File: src/rtl/periph_reg_demux_if.sv
// Register-bus bundle between the upstream AXI-to-reg bridge and the
// downstream register slaves of periph_reg_demux.
//   in_*  : single upstream request/response channel
//   out_* : shared downstream request fields, one-hot valid, per-slave responses
// Modports: slave = demux view, master = bridge/slave-model view.
interface periph_reg_demux_if #(
    parameter int unsigned NumSlaves = 4,
    parameter int unsigned AddrWidth = 64,
    parameter int unsigned DataWidth = 32
);
    localparam int unsigned StrbWidth = DataWidth / 8;

    // upstream request
    logic                           in_valid_i;
    logic                           in_write_i;
    logic [AddrWidth-1:0]           in_addr_i;
    logic [DataWidth-1:0]           in_wdata_i;
    logic [StrbWidth-1:0]           in_wstrb_i;
    // upstream response
    logic                           in_ready_o;
    logic [DataWidth-1:0]           in_rdata_o;
    logic                           in_error_o;
    // downstream request
    logic [NumSlaves-1:0]           out_valid_o;
    logic                           out_write_o;
    logic [AddrWidth-1:0]           out_addr_o;
    logic [DataWidth-1:0]           out_wdata_o;
    logic [StrbWidth-1:0]           out_wstrb_o;
    // downstream responses
    logic [NumSlaves-1:0]           out_ready_i;
    logic [NumSlaves*DataWidth-1:0] out_rdata_i;
    logic [NumSlaves-1:0]           out_error_i;

    modport slave (
        input  in_valid_i, in_write_i, in_addr_i, in_wdata_i, in_wstrb_i,
        input  out_ready_i, out_rdata_i, out_error_i,
        output in_ready_o, in_rdata_o, in_error_o,
        output out_valid_o, out_write_o, out_addr_o, out_wdata_o, out_wstrb_o
    );

    modport master (
        output in_valid_i, in_write_i, in_addr_i, in_wdata_i, in_wstrb_i,
        output out_ready_i, out_rdata_i, out_error_i,
        input  in_ready_o, in_rdata_o, in_error_o,
        input  out_valid_o, out_write_o, out_addr_o, out_wdata_o, out_wstrb_o
    );
endinterface

File: src/rtl/periph_reg_demux.sv
// Rule-driven register-interface demultiplexer. Each upstream request is
// latched, decoded against NumSlaves [start, end) address rules (lowest index
// wins, end <= start disables a rule) and forwarded to exactly one slave.
// Unmapped addresses get an error response with rdata 0xBADCAB1E.
//
// Ports:
//   clk_i, rst_ni    : clock, asynchronous active-low reset
//   bus (slave)      : upstream in_* channel and downstream out_* channels
//   busy_o           : FSM is not idle
//   err_count_o      : saturating count of decode (and timeout) errors
//   last_err_addr_o  : address of the most recent counted error
//
// Optional feature: define PERIPH_REG_DEMUX_TIMEOUT_EN to bound the time spent
// waiting on a slave to TimeoutCycles cycles; otherwise FWD waits indefinitely.
module periph_reg_demux #(
    parameter int unsigned NumSlaves = 4,
    parameter int unsigned AddrWidth = 64,
    parameter int unsigned DataWidth = 32,
    parameter logic [NumSlaves*AddrWidth-1:0] RuleStart =
        {64'h14000, 64'h13000, 64'h12000, 64'h11000},
    parameter logic [NumSlaves*AddrWidth-1:0] RuleEnd =
        {64'h15000, 64'h14000, 64'h13000, 64'h12000}
`ifdef PERIPH_REG_DEMUX_TIMEOUT_EN
    ,
    parameter int unsigned TimeoutCycles = 256
`endif
) (
    input  logic                 clk_i,
    input  logic                 rst_ni,
    periph_reg_demux_if.slave    bus,
    output logic                 busy_o,
    output logic [15:0]          err_count_o,
    output logic [AddrWidth-1:0] last_err_addr_o
);

    localparam int unsigned StrbWidth = DataWidth / 8;
    localparam int unsigned IdxWidth  = (NumSlaves > 1) ? $clog2(NumSlaves) : 1;
    localparam logic [31:0] BadData   = 32'hBADCAB1E;

    typedef enum logic [1:0] {
        IDLE,
        FWD,
        ERR,
        RESP
    } state_e;

    state_e                 state;
    logic                   lat_write;
    logic [AddrWidth-1:0]   lat_addr;
    logic [DataWidth-1:0]   lat_wdata;
    logic [StrbWidth-1:0]   lat_wstrb;
    logic [IdxWidth-1:0]    lat_idx;
    logic [NumSlaves-1:0]   out_valid;
    logic                   in_ready;
    logic [DataWidth-1:0]   in_rdata;
    logic                   in_error;
    logic                   busy;
    logic [15:0]            err_count;
    logic [AddrWidth-1:0]   last_err_addr;

    // Per-rule address match on the live upstream address
    logic [NumSlaves-1:0]   rule_hit;
    logic [DataWidth-1:0]   slv_rdata [NumSlaves];

    for (genvar g = 0; g < NumSlaves; g++) begin : g_rule
        localparam logic [AddrWidth-1:0] Start = RuleStart[g*AddrWidth +: AddrWidth];
        localparam logic [AddrWidth-1:0] End   = RuleEnd[g*AddrWidth +: AddrWidth];
        localparam bit                   Enable = (End > Start);

        assign rule_hit[g]  = Enable && (bus.in_addr_i >= Start) && (bus.in_addr_i < End);
        assign slv_rdata[g] = bus.out_rdata_i[g*DataWidth +: DataWidth];
    end

    // Priority encode: iterate downward so the lowest matching index is kept
    logic                   dec_hit;
    logic [IdxWidth-1:0]    dec_idx;
    logic [NumSlaves-1:0]   dec_onehot;

    always_comb begin
        dec_hit    = |rule_hit;
        dec_idx    = '0;
        dec_onehot = '0;
        for (int i = int'(NumSlaves) - 1; i >= 0; i--) begin
            if (rule_hit[i]) begin
                dec_idx = IdxWidth'(i);
            end
        end
        for (int i = 0; i < int'(NumSlaves); i++) begin
            dec_onehot[i] = dec_hit && (dec_idx == IdxWidth'(i));
        end
    end

    // Response of the latched slave; other ports are never looked at
    logic                   sel_ready;
    logic                   sel_error;
    logic [DataWidth-1:0]   sel_rdata;

    assign sel_ready = bus.out_ready_i[lat_idx];
    assign sel_error = bus.out_error_i[lat_idx];
    assign sel_rdata = slv_rdata[lat_idx];

    // Timeout: counter is zero outside FWD, so it restarts on every FWD entry
    logic timeout_c;

`ifdef PERIPH_REG_DEMUX_TIMEOUT_EN
    localparam int unsigned CntWidth = $clog2(TimeoutCycles + 1);

    logic [CntWidth-1:0] fwd_cnt;

    always_ff @(posedge clk_i or negedge rst_ni) begin
        if (!rst_ni) begin
            fwd_cnt <= '0;
        end else if (state != FWD) begin
            fwd_cnt <= '0;
        end else begin
            fwd_cnt <= fwd_cnt + CntWidth'(1);
        end
    end

    // High during the TimeoutCycles-th FWD cycle; a ready in that cycle still wins
    assign timeout_c = (fwd_cnt == CntWidth'(TimeoutCycles - 1));
`else
    assign timeout_c = 1'b0;
`endif

    function automatic logic [15:0] sat_inc(input logic [15:0] v);
        return (v == 16'hFFFF) ? v : v + 16'd1;
    endfunction

    // Transaction FSM with registered outputs
    always_ff @(posedge clk_i or negedge rst_ni) begin
        if (!rst_ni) begin
            state         <= IDLE;
            lat_write     <= 1'b0;
            lat_addr      <= '0;
            lat_wdata     <= '0;
            lat_wstrb     <= '0;
            lat_idx       <= '0;
            out_valid     <= '0;
            in_ready      <= 1'b0;
            in_rdata      <= '0;
            in_error      <= 1'b0;
            busy          <= 1'b0;
            err_count     <= '0;
            last_err_addr <= '0;
        end else begin
            case (state)
                IDLE: begin
                    if (bus.in_valid_i) begin
                        lat_write <= bus.in_write_i;
                        lat_addr  <= bus.in_addr_i;
                        lat_wdata <= bus.in_wdata_i;
                        lat_wstrb <= bus.in_wstrb_i;
                        lat_idx   <= dec_idx;
                        busy      <= 1'b1;
                        out_valid <= dec_onehot;
                        state     <= dec_hit ? FWD : ERR;
                    end
                end
                FWD: begin
                    if (sel_ready) begin
                        in_rdata  <= sel_rdata;
                        in_error  <= sel_error;
                        in_ready  <= 1'b1;
                        out_valid <= '0;
                        state     <= RESP;
                    end else if (timeout_c) begin
                        in_rdata      <= DataWidth'(BadData);
                        in_error      <= 1'b1;
                        in_ready      <= 1'b1;
                        out_valid     <= '0;
                        err_count     <= sat_inc(err_count);
                        last_err_addr <= lat_addr;
                        state         <= RESP;
                    end
                end
                ERR: begin
                    in_rdata      <= DataWidth'(BadData);
                    in_error      <= 1'b1;
                    in_ready      <= 1'b1;
                    err_count     <= sat_inc(err_count);
                    last_err_addr <= lat_addr;
                    state         <= RESP;
                end
                RESP: begin
                    in_ready <= 1'b0;
                    in_rdata <= '0;
                    in_error <= 1'b0;
                    busy     <= 1'b0;
                    state    <= IDLE;
                end
                default: begin
                    out_valid <= '0;
                    in_ready  <= 1'b0;
                    busy      <= 1'b0;
                    state     <= IDLE;
                end
            endcase
        end
    end

    assign bus.in_ready_o   = in_ready;
    assign bus.in_rdata_o   = in_rdata;
    assign bus.in_error_o   = in_error;
    assign bus.out_valid_o  = out_valid;
    assign bus.out_write_o  = lat_write;
    assign bus.out_addr_o   = lat_addr;
    assign bus.out_wdata_o  = lat_wdata;
    assign bus.out_wstrb_o  = lat_wstrb;
    assign busy_o           = busy;
    assign err_count_o      = err_count;
    assign last_err_addr_o  = last_err_addr;

endmodule

File: src/flat_wrapper.sv
// flat-port wrapper written by rule: the top's interface ports become plain ports
module periph_reg_demux_flat 
#(
    parameter int unsigned NumSlaves = 4,
    parameter int unsigned AddrWidth = 64,
    parameter int unsigned DataWidth = 32,
    parameter logic [NumSlaves*AddrWidth-1:0] RuleStart =
        {64'h14000, 64'h13000, 64'h12000, 64'h11000},
    parameter logic [NumSlaves*AddrWidth-1:0] RuleEnd =
        {64'h15000, 64'h14000, 64'h13000, 64'h12000}

)
  (clk_i, rst_ni, busy_o, err_count_o, last_err_addr_o, bus_in_valid_i, bus_in_write_i, bus_in_addr_i, bus_in_wdata_i, bus_in_wstrb_i, bus_out_ready_i, bus_out_rdata_i, bus_out_error_i, bus_in_ready_o, bus_in_rdata_o, bus_in_error_o, bus_out_valid_o, bus_out_write_o, bus_out_addr_o, bus_out_wdata_o, bus_out_wstrb_o);
  periph_reg_demux_if #(.NumSlaves(NumSlaves), .AddrWidth(AddrWidth), .DataWidth(DataWidth)) bus_i ();
  input  logic clk_i;
  input  logic rst_ni;
  output logic busy_o;
  output logic [15:0] err_count_o;
  output logic [AddrWidth-1:0] last_err_addr_o;
  input wire logic [$bits(bus_i.in_valid_i)-1:0] bus_in_valid_i;
  input wire logic [$bits(bus_i.in_write_i)-1:0] bus_in_write_i;
  input wire logic [$bits(bus_i.in_addr_i)-1:0] bus_in_addr_i;
  input wire logic [$bits(bus_i.in_wdata_i)-1:0] bus_in_wdata_i;
  input wire logic [$bits(bus_i.in_wstrb_i)-1:0] bus_in_wstrb_i;
  input wire logic [$bits(bus_i.out_ready_i)-1:0] bus_out_ready_i;
  input wire logic [$bits(bus_i.out_rdata_i)-1:0] bus_out_rdata_i;
  input wire logic [$bits(bus_i.out_error_i)-1:0] bus_out_error_i;
  output wire logic [$bits(bus_i.in_ready_o)-1:0] bus_in_ready_o;
  output wire logic [$bits(bus_i.in_rdata_o)-1:0] bus_in_rdata_o;
  output wire logic [$bits(bus_i.in_error_o)-1:0] bus_in_error_o;
  output wire logic [$bits(bus_i.out_valid_o)-1:0] bus_out_valid_o;
  output wire logic [$bits(bus_i.out_write_o)-1:0] bus_out_write_o;
  output wire logic [$bits(bus_i.out_addr_o)-1:0] bus_out_addr_o;
  output wire logic [$bits(bus_i.out_wdata_o)-1:0] bus_out_wdata_o;
  output wire logic [$bits(bus_i.out_wstrb_o)-1:0] bus_out_wstrb_o;
  assign bus_i.in_valid_i = bus_in_valid_i;
  assign bus_i.in_write_i = bus_in_write_i;
  assign bus_i.in_addr_i = bus_in_addr_i;
  assign bus_i.in_wdata_i = bus_in_wdata_i;
  assign bus_i.in_wstrb_i = bus_in_wstrb_i;
  assign bus_i.out_ready_i = bus_out_ready_i;
  assign bus_i.out_rdata_i = bus_out_rdata_i;
  assign bus_i.out_error_i = bus_out_error_i;
  assign bus_in_ready_o = bus_i.in_ready_o;
  assign bus_in_rdata_o = bus_i.in_rdata_o;
  assign bus_in_error_o = bus_i.in_error_o;
  assign bus_out_valid_o = bus_i.out_valid_o;
  assign bus_out_write_o = bus_i.out_write_o;
  assign bus_out_addr_o = bus_i.out_addr_o;
  assign bus_out_wdata_o = bus_i.out_wdata_o;
  assign bus_out_wstrb_o = bus_i.out_wstrb_o;
  periph_reg_demux #(.NumSlaves(NumSlaves), .AddrWidth(AddrWidth), .DataWidth(DataWidth), .RuleStart(RuleStart), .RuleEnd(RuleEnd)) u_core (.clk_i(clk_i), .rst_ni(rst_ni), .bus(bus_i), .busy_o(busy_o), .err_count_o(err_count_o), .last_err_addr_o(last_err_addr_o));
endmodule
File: config.mk
export PLATFORM = sky130hd
export DESIGN_NAME = periph_reg_demux_flat
export DESIGN_NICKNAME = d
export VERILOG_FILES = /design/src/rtl/periph_reg_demux_if.sv /design/src/rtl/periph_reg_demux.sv /design/src/flat_wrapper.sv
export SDC_FILE = /design/constraint.sdc
export NUM_CORES = 1
export LEC_CHECK = 0
export CAP_MARGIN = 15
export CORE_MARGIN = 3
export CORE_UTILIZATION = 25
export DETAILED_ROUTE_END_ITERATION = 8
export SETUP_SLACK_MARGIN = 0.3
export SLEW_MARGIN = 10
export SYNTH_ARGS = -nofsm -noshare
export SYNTH_HDL_FRONTEND = slang
export SYNTH_SLANG_ARGS = --single-unit
File: constraint.sdc
create_clock -name clk_i -period 4.4 [get_ports clk_i]
set_input_delay 0.66 -clock clk_i [delete_from_list [all_inputs] [get_ports clk_i]]
set_output_delay 0.66 -clock clk_i [all_outputs]
set_load 0.05 [all_outputs]
# Yosys cells after proc, flatten, opt, wreduce, memory -nomap -nowiden
# Cells that the tools add are included.
[word_totals]
inputBits = 240
register_bits = 224
wordCells = 81
[op_classes]
n_lt_le_gt_ge = 10
addsub = 1
eq_ne = 9
n_mux = 26
bitwise = 2
reduce_logical = 20
[ops]
columns = ["operator", "n"]
rows = [
  [">= comparator 64 x 17 -> 1 bit, second input constant", 4],
  ["less-than comparator 64 x 17 -> 1 bit, second input constant", 4],
  ["two-way mux 32 bit", 3],
  ["case mux 32 bit (3 select lines)", 1],
  ["binary-select mux 32 bit (select 2 bit)", 1],
  ["adder 16 x 1 -> 16 bit, second input constant", 1],
  ["== test 16 bit, second input constant", 1],
  ["two-way mux 2 bit", 7],
  ["AND reduction 2 bit", 5],
  ["== test 2 bit, second input constant", 4],
  ["logical AND 1 bit", 8],
  ["two-way mux 4 bit", 2],
  ["case mux 2 bit (4 select lines)", 1],
  ["case mux 4 bit (2 select lines)", 1],
  ["case mux 1 bit (3 select lines)", 2],
  ["two-way mux 1 bit", 5],
  ["binary-select mux 1 bit (select 2 bit)", 2],
  ["== test 2 x 1 -> 1 bit, second input constant", 2],
  ["zero test 2 bit", 2],
  ["nonzero test 2 bit", 2],
  ["OR reduction 4 bit", 1],
  [">= comparator 3 bit, second input constant", 1],
  ["less-than comparator 2 x 3 -> 1 bit, second input constant", 1],
  ["NOT 2 -> 3 bit", 1],
  ["other kinds (6)", 6],
]

# Depth between registers and ports, before layout
# Gate-level depths: netlist of the first run.
[depth]
ltp_word = 10
depth_mapped = 9

# Least setup slack after synthesis of the first run
# Ideal clock, no wire load.
[synth_path]
path_kind = "reg-to-reg"
startpoint = "register u_core.state[1]"
endpoint = "register u_core.out_valid[3] (netlist: u_core.bus.out_valid_o[3])"
n_path_buf = 2
period_less_slack_ns = 1.957
arrival_ns = 1.861
setup_time_ns = 0.096
required_ns = 4.304
path_stages_with_launch = 8
setup_slack_ns = 2.443
cell_sequence = "dfrtp_1 -> inv_1 -> clkbuf_1 -> ha_1 -> and2_1 -> clkbuf_1 -> nand4_1 -> o31ai_1"
[synth_via]
elab_chain_len = 3
word_cells_on_any_way = 7
[synth_lines]
columns = ["item", "line_no", "text"]
rows = [
  ["start: declaration", "periph_reg_demux.sv:47", "state_e state;"],
  ["start signal: assignment", "periph_reg_demux.sv:157", "state <= dec_hit ? FWD : ERR;"],
  ["== test 2 x 1 -> 1 bit or zero test 2 bit (tied branches)", "periph_reg_demux.sv:147", "case (state)"],
  ["inequality test 2 x 1 -> 1 bit (no line) (tied with other cells)", "--", ""],
  ["AND reduction 3 bit (no line)", "--", ""],
  ["end signal: assignment", "periph_reg_demux.sv:156", "out_valid <= dec_onehot;"],
  ["end: declaration", "periph_reg_demux.sv:53", "logic [NumSlaves-1:0] out_valid;"],
]
# Several ways; a longest one is shown, not always the timed one.
# A chain may end at the register's enable or synchronous reset.

# Worst setup path after layout of the first run
[layout_path]
startpoint = "register u_core.err_count[3] (netlist: u_core.err_count_o[3])"
endpoint = "output err_count_o[3]"
[layout_rtl]
columns = ["item", "line_no", "text"]
rows = [
  ["start: declaration", "periph_reg_demux.sv:58", "logic [15:0] err_count;"],
  ["start signal: assignment", "periph_reg_demux.sv:172", "err_count <= sat_inc(err_count);"],
  ["start signal: assignment", "periph_reg_demux.sv:181", "err_count <= sat_inc(err_count);"],
  ["end: declaration", "flat_wrapper.sv:18", "output logic [15:0] err_count_o;"],
]
# No word-level cell between the ends.

==> results of run 1 <==
==> sequential cells by signal (all words and copies together), names as in the netlist <==
signal / flops
u_core.bus.out_wdata_o: 32
u_core.err_count_o: 16
u_core.bus.out_addr_o: 64
u_core.lat_idx: 2
u_core.bus.in_error_o: 1
u_core.bus.in_ready_o: 1
u_core.bus.out_valid_o: 4
u_core.state: 2
u_core.bus.in_rdata_o: 32
u_core.bus.out_write_o: 1
u_core.bus.out_wstrb_o: 4
u_core.last_err_addr_o: 64
u_core.busy_o: 1
==> report_power, final <==
| group | switching, mW | internal, mW | leakage [nW] | total [mW] |
|---|---|---|---|---|
| combinational | 4.75 | 2.45 | 3.56 | 7.20 |
| clock | 0.898 | 1.43 | 0.442 | 2.33 |
| sequential | 0.601 | 2.97 | 2.82 | 3.57 |
| total | 6.25 | 6.85 | 6.82 | 13.1 |
==> routing by layer <==
metal	GRT usage, %	vias to the layer above	part of all wire, %
met5	0	-	0
met4	3.984	0	2.1
met3	5.451	42	8.9
met2	27.63	325	49
met1	19.08	4005	40
li1	-	3906	-
==> metrics by stage <==
step | hold slack, ns | worst slack (ns)
global route | 0.2648 | 1.569
floorplan | 0.3644 | 2.443
CTS | 0.2277 | 1.748
global placement | 0.4563 | 1.271
finish | 0.2098 | 1.858
detailed placement | 0.4619 | 1.143
==> layout make-up <==
class	instances	area, sq um
Fill cell	3694	22100
Sequential cell	224	5607
Timing Repair Buffer	471	4715
Multi-Input combinational cell	616	3810
Clock buffer	31	699.4
Tap cell	511	639.4
Clock inverter	16	229.0
Inverter	11	41.29
==> path summary, 6_finish.rpt <==
path / startpoint / cells past startpoint / to / slack, ns
min reg2reg: u_core.bus.out_wdata_o[2] / 2 / u_core.bus.out_wdata_o[2] / 0.47
max in group asynchronous: rst_ni / 2 / u_core.bus.out_addr_o[26] / 3.26
max reg2reg: u_core.state[1] / 6 / u_core.bus.out_valid_o[3] / 1.95
min: rst_ni / 1 / u_core.bus.out_wdata_o[17] / 0.21
min in group clk_i: u_core.bus.out_wdata_o[2] / 2 / u_core.bus.out_wdata_o[2] / 0.47
max: u_core.err_count_o[3] / 1 / err_count_o[3] / 1.86
==> synthesized netlist by cell type, types with 2 or more instances <==
library cell,count
buf_4,2
and3_1,4
clkbuf_2,2
ha_1,5
nand3_1,7
a21oi_1,22
clkbuf_1,35
o21a_1,4
mux4_2,34
nand2_1,369
buf_2,11
o31ai_1,4
nor4_1,10
mux2_2,65
xor2_1,6
nor3_1,6
o41ai_1,2
nand4_1,8
dfrtp_1,224
inv_1,11
o21ai_0,38
nor2_1,12
nand2b_1,2
xnor2_1,9
==> cells by family after synthesis <==
family                     synth area share [%]
AOI/OAI and AO/OA                         4.341
xor gates and xnor gates                  1.360
adders and majority gates                0.6478
buffers and inverters                     2.734
DFF                                       58.05
muxes                                     15.51
and+or+nand+nor                           17.36
==> flow_summary.toml, run 1 <==
[clock_tree]
post_cts_resized = 0
clk_latency_ns = 0.54
path_clk_slew_ns = 0.06
clockBufferDepth = 3
htreeDepth = 1
cts-root-buf = "clkbuf_16"
clock-sinks = 224
cts_tree = "yes"
cts_setup_buffers = 0
ctsHoldBuffers = 0
cts_buffers = 26

[synth]
synth_top_cell_by_area = "dfrtp_1"
synth_top_area_share_pct = 58.05
yosysSeqAreaShare_pct = 58.05
syn-mean-instance-area_sq_um = 10.71
ys_warn_count = 0
synth_edf_count = 0
ys_ff_latch = 224
synth_ff_type = "dfrtp_1"
async_flop_share_pct = 100.0
ys_types = 34
ys_top_cells_by_area = "dfrtp_1, nand2_1, mux4_2"
synth_nets = 1147
netlist_instances = 902
synthesis.area_sq_um = 9657

[route]
postRouteAntennaNets = 0
viasPerCell = 4.403
route.detailed.drc = 0
drt_iter0_markers = 333
wl_per_cell_um = 18.01
routed_wl_um = 33860
vias = 8278
dr.pass1.iters = 4

[layout]
nets = 1595
final_cell_mix = "clkdlybuf4s50_1, nand2_1, dfrtp_1"
syn_to_final_growth_pct = 63.00
final_cell_area_sq_um = 15740
final_common_cell = "clkdlybuf4s50_1"
diodes = 0
stdcell_count = 1880
drive_gt1_share_pct = 11.83
finish.utilization_pct = 41.59

[worst_setup_path]
cp.buffers_inverters = 1
endpoint_kind = "output pin"
path_max_fanout = 7
crit_path_cell_trace = "clkdlybuf4s50_1"
startpoint_type = "flop"
cp_top_family = "buffers and inverters"
critPathArrivalTime_ns = 1.88
cp_slowest_cell = "clkdlybuf4s50_1"
required_ns = 3.74
path_class = "flop to output pin"
cpPeakStageDelay_ns = 0.85

[floorplanning]
core_area_sq_um = 37840
die_y_um = 202.5
ioPinCount = 460
die_w_um = 202.5
die_area_sq_um = 41020
rows = 71
initial_core_util_pct = 25.52

[placed_design]
portBuffers = 459
place_hpwl_um = 25710
placed_cell_area_sq_um = 14810
gp_congestion = 0.8216
dp.cells = 1833

[global_route]
grt-ovfl-total = 0
track_usage_pct = 15.94
grt_max_degree = 114
grt_pass1_wl_um = 51830
grt_antenna_before_repair = 0
grt_pass1_vias = 8576

[timing]
clock.fmax_ghz = 0.3934
final-hold-violation-count = 0
fin_setup_tns_ns = 0
rsz0062_at_grt = "false"
setup_viol = 0
min_period_over_period_pct = 57.78
slew_viol_final = 0
skew_ns = 0.01464
max-slew-margin-rel_pct = 35.70
post-route-min-period_ns = 2.542
worstMarginPinSlew_ns = 0.9609

[worst_hold_path]
hold_class = "input pin to async pin"

[power_and_ir_drop]
cellLeakagePower_nw = 6.817
peakVddDrop_uv = 415.6
finalPower_mw = 13.10
power_density_nw_per_um2 = 832.3

[outcome]
outcome = "complete, no violations"

[run]
maxCapViolCount = 0
No activity file was read; power rests on OpenSTA's default activity.
==> run 2, diff against run 1 <==
==> constraint.sdc (replaced) <==
create_clock -name clk_i -period 2.6 [get_ports clk_i]
set_input_delay 0.39 -clock clk_i [delete_from_list [all_inputs] [get_ports clk_i]]
set_output_delay 0.39 -clock clk_i [all_outputs]
set_load 0.05 [all_outputs]
==> flow_summary.toml, run 2 (synthesis gave the netlist of run 1 again) <==
[worst_setup_path]
path_class = "flop to output pin"
reg2reg_depth = 7
r2r_slack_ns = 0.51
endpoint_kind = "output pin"
cpPeakStageDelay_ns = 0.87
reg2reg_to = "u_core.bus.out_valid_o[1]"
critPathArrivalTime_ns = 1.85
worst-path-stages = 1
cp.buffers_inverters = 1
cp_top_family = "buffers and inverters"
path_max_fanout = 5
r2r_start = "u_core.state[1]"
required_ns = 2.21
crit_path_cell_trace = "clkdlybuf4s50_1"
cp_slowest_cell = "clkdlybuf4s50_1"
startpoint_type = "flop"

[power_and_ir_drop]
swShare_pct = 48.22
p_switching_mw = 10.56
cellLeakagePower_nw = 6.887
clkPwrFrac_pct = 16.0
pwr-share-comb_pct = 56.4
finalPower_mw = 21.90
internal-power_mw = 11.34
peakVddDrop_uv = 826.0
seqPwrFrac_pct = 27.5
power_density_nw_per_um2 = 1387

[layout]
fill_cells = 3678
nets = 1605
diodes = 0
drive_gt1_share_pct = 12.06
final_common_cell = "clkdlybuf4s50_1"
final_cell_area_sq_um = 15790
seq_area_sq_um = 5607
multi_input_area_sq_um = 3810
syn_to_final_growth_pct = 63.46
final_cell_mix = "clkdlybuf4s50_1, nand2_1, dfrtp_1"

[route]
drt_iter0_markers = 324
wl_per_cell_um = 18.13
dr.pass1.iters = 5
top_layer = "met4"
route.met2.wl_um = 16430
wl_met1_um = 13970
route.detailed.drc = 0
postRouteAntennaNets = 0
routed_wl_um = 34220
wl_met3_um = 2846
viasPerCell = 4.422
vias = 8344

[global_route]
track_usage_pct = 16.23
grt_pass1_vias = 8908
grt_pass1_wl_um = 52790
grt_max_degree = 107
grt-ovfl-total = 0
grt_antenna_before_repair = 0

[timing]
layout_setup_ws_ns = 0.3612
final-hold-violation-count = 0
max-slew-margin-rel_pct = 53.88
min_period_over_period_pct = 86.11
rsz0062_at_grt = "false"
post-route-min-period_ns = 2.239
skew_ns = 0.005787
setup_viol = 0
clock.fmax_ghz = 0.4467
slew_viol_final = 0
worstMarginPinSlew_ns = 0.6917

[floorplanning]
rows = 71
die_y_um = 202.5
ioPinCount = 460
core_area_sq_um = 37840
die_area_sq_um = 41020
die_w_um = 202.5
initial_core_util_pct = 25.52

[clock_tree]
clock-sinks = 224
path_clk_slew_ns = 0.06
htreeDepth = 1
clockBufferDepth = 3
cts-root-buf = "clkbuf_16"
cts_tree = "yes"
cts_setup_buffers = 0
cts_buffers = 26
clk_latency_ns = 0.54

[run]
maxCapViolCount = 0

[worst_hold_path]
hold_class = "input pin to flop"
min_from = "bus_in_wdata_i[0]"
hold_depth = 3
worstHoldEndpoint = "u_core.bus.out_wdata_o[0]"

[placed_design]
placed_cell_area_sq_um = 14950
place_hpwl_um = 25840
gp_congestion = 0.8428
dp_slack_ns = -0.02194
portBuffers = 459

[outcome]
outcome = "complete, no violations"
-- run 2: area by class of cell --
| type | instances | area share (%) |
|---|---|---|
| Clock inverter | 9 | 0.5152 |
| Tap cell | 511 | 4.050 |
| Timing Repair Buffer | 481 | 30.87 |
| Sequential cell | 224 | 35.52 |
| Multi-Input combinational cell | 616 | 24.14 |
| Inverter | 11 | 0.2616 |
| Clock buffer | 35 | 4.653 |
-- run 2: what timing repair did --
item	in CTS	in global routing
hold endpoints to repair	65	0
resized for setup	0	2
endpoints found under the setup margin	0	2
hold buffers	1	0
-- run 2: through the flow --
step / setup TNS [ns] / hold slack (ns) / util [%] / std cells
after floorplan: 0 / 0.09441 / - / 902
after global placement: -0.007082 / 0.4134 / 39.52 / 1842
after detailed placement: -0.04261 / 0.4147 / 39.52 / 1842
after CTS: 0 / 0.3451 / 41.70 / 1887
after global routing: 0 / 0.3667 / 41.71 / 1887
final: 0 / 0.3743 / 41.71 / 1887
-- run 2: layer usage --
| metal | vias up | track usage, % |
|---|---|---|
| li1 | 3927 | - |
| met1 | 4012 | 19.94 |
| met2 | 350 | 27.69 |
| met3 | 55 | 4.810 |
| met4 | 0 | 4.875 |
| met5 | - | 0 |
-- run 2: how the worst max path moves through the flow --
stage | start | to
3_3_place_gp | bus_in_addr_i[52] | u_core.bus.out_valid_o[0]
5_1_grt | u_core.err_count_o[2] | err_count_o[2]
2_1_floorplan | u_core.state[1] | u_core.bus.out_valid_o[3]
3_5_place_dp | bus_in_addr_i[52] | u_core.bus.out_valid_o[1]
4_1_cts | u_core.err_count_o[3] | err_count_o[3]
6_report | u_core.err_count_o[2] | err_count_o[2]
-- run 2: power by group through the flow --
stage / clock network [mW] / logic, mW / registers [mW]
4_1_cts: 3.64 / 12.5 / 6.05
2_1_floorplan: 0 / 2.78 / 11.0
5_1_grt: 3.76 / 13.0 / 6.25
6_report: 3.51 / 12.4 / 6.03
3_3_place_gp: 0 / 12.4 / 6.01
3_5_place_dp: 0 / 12.5 / 6.07
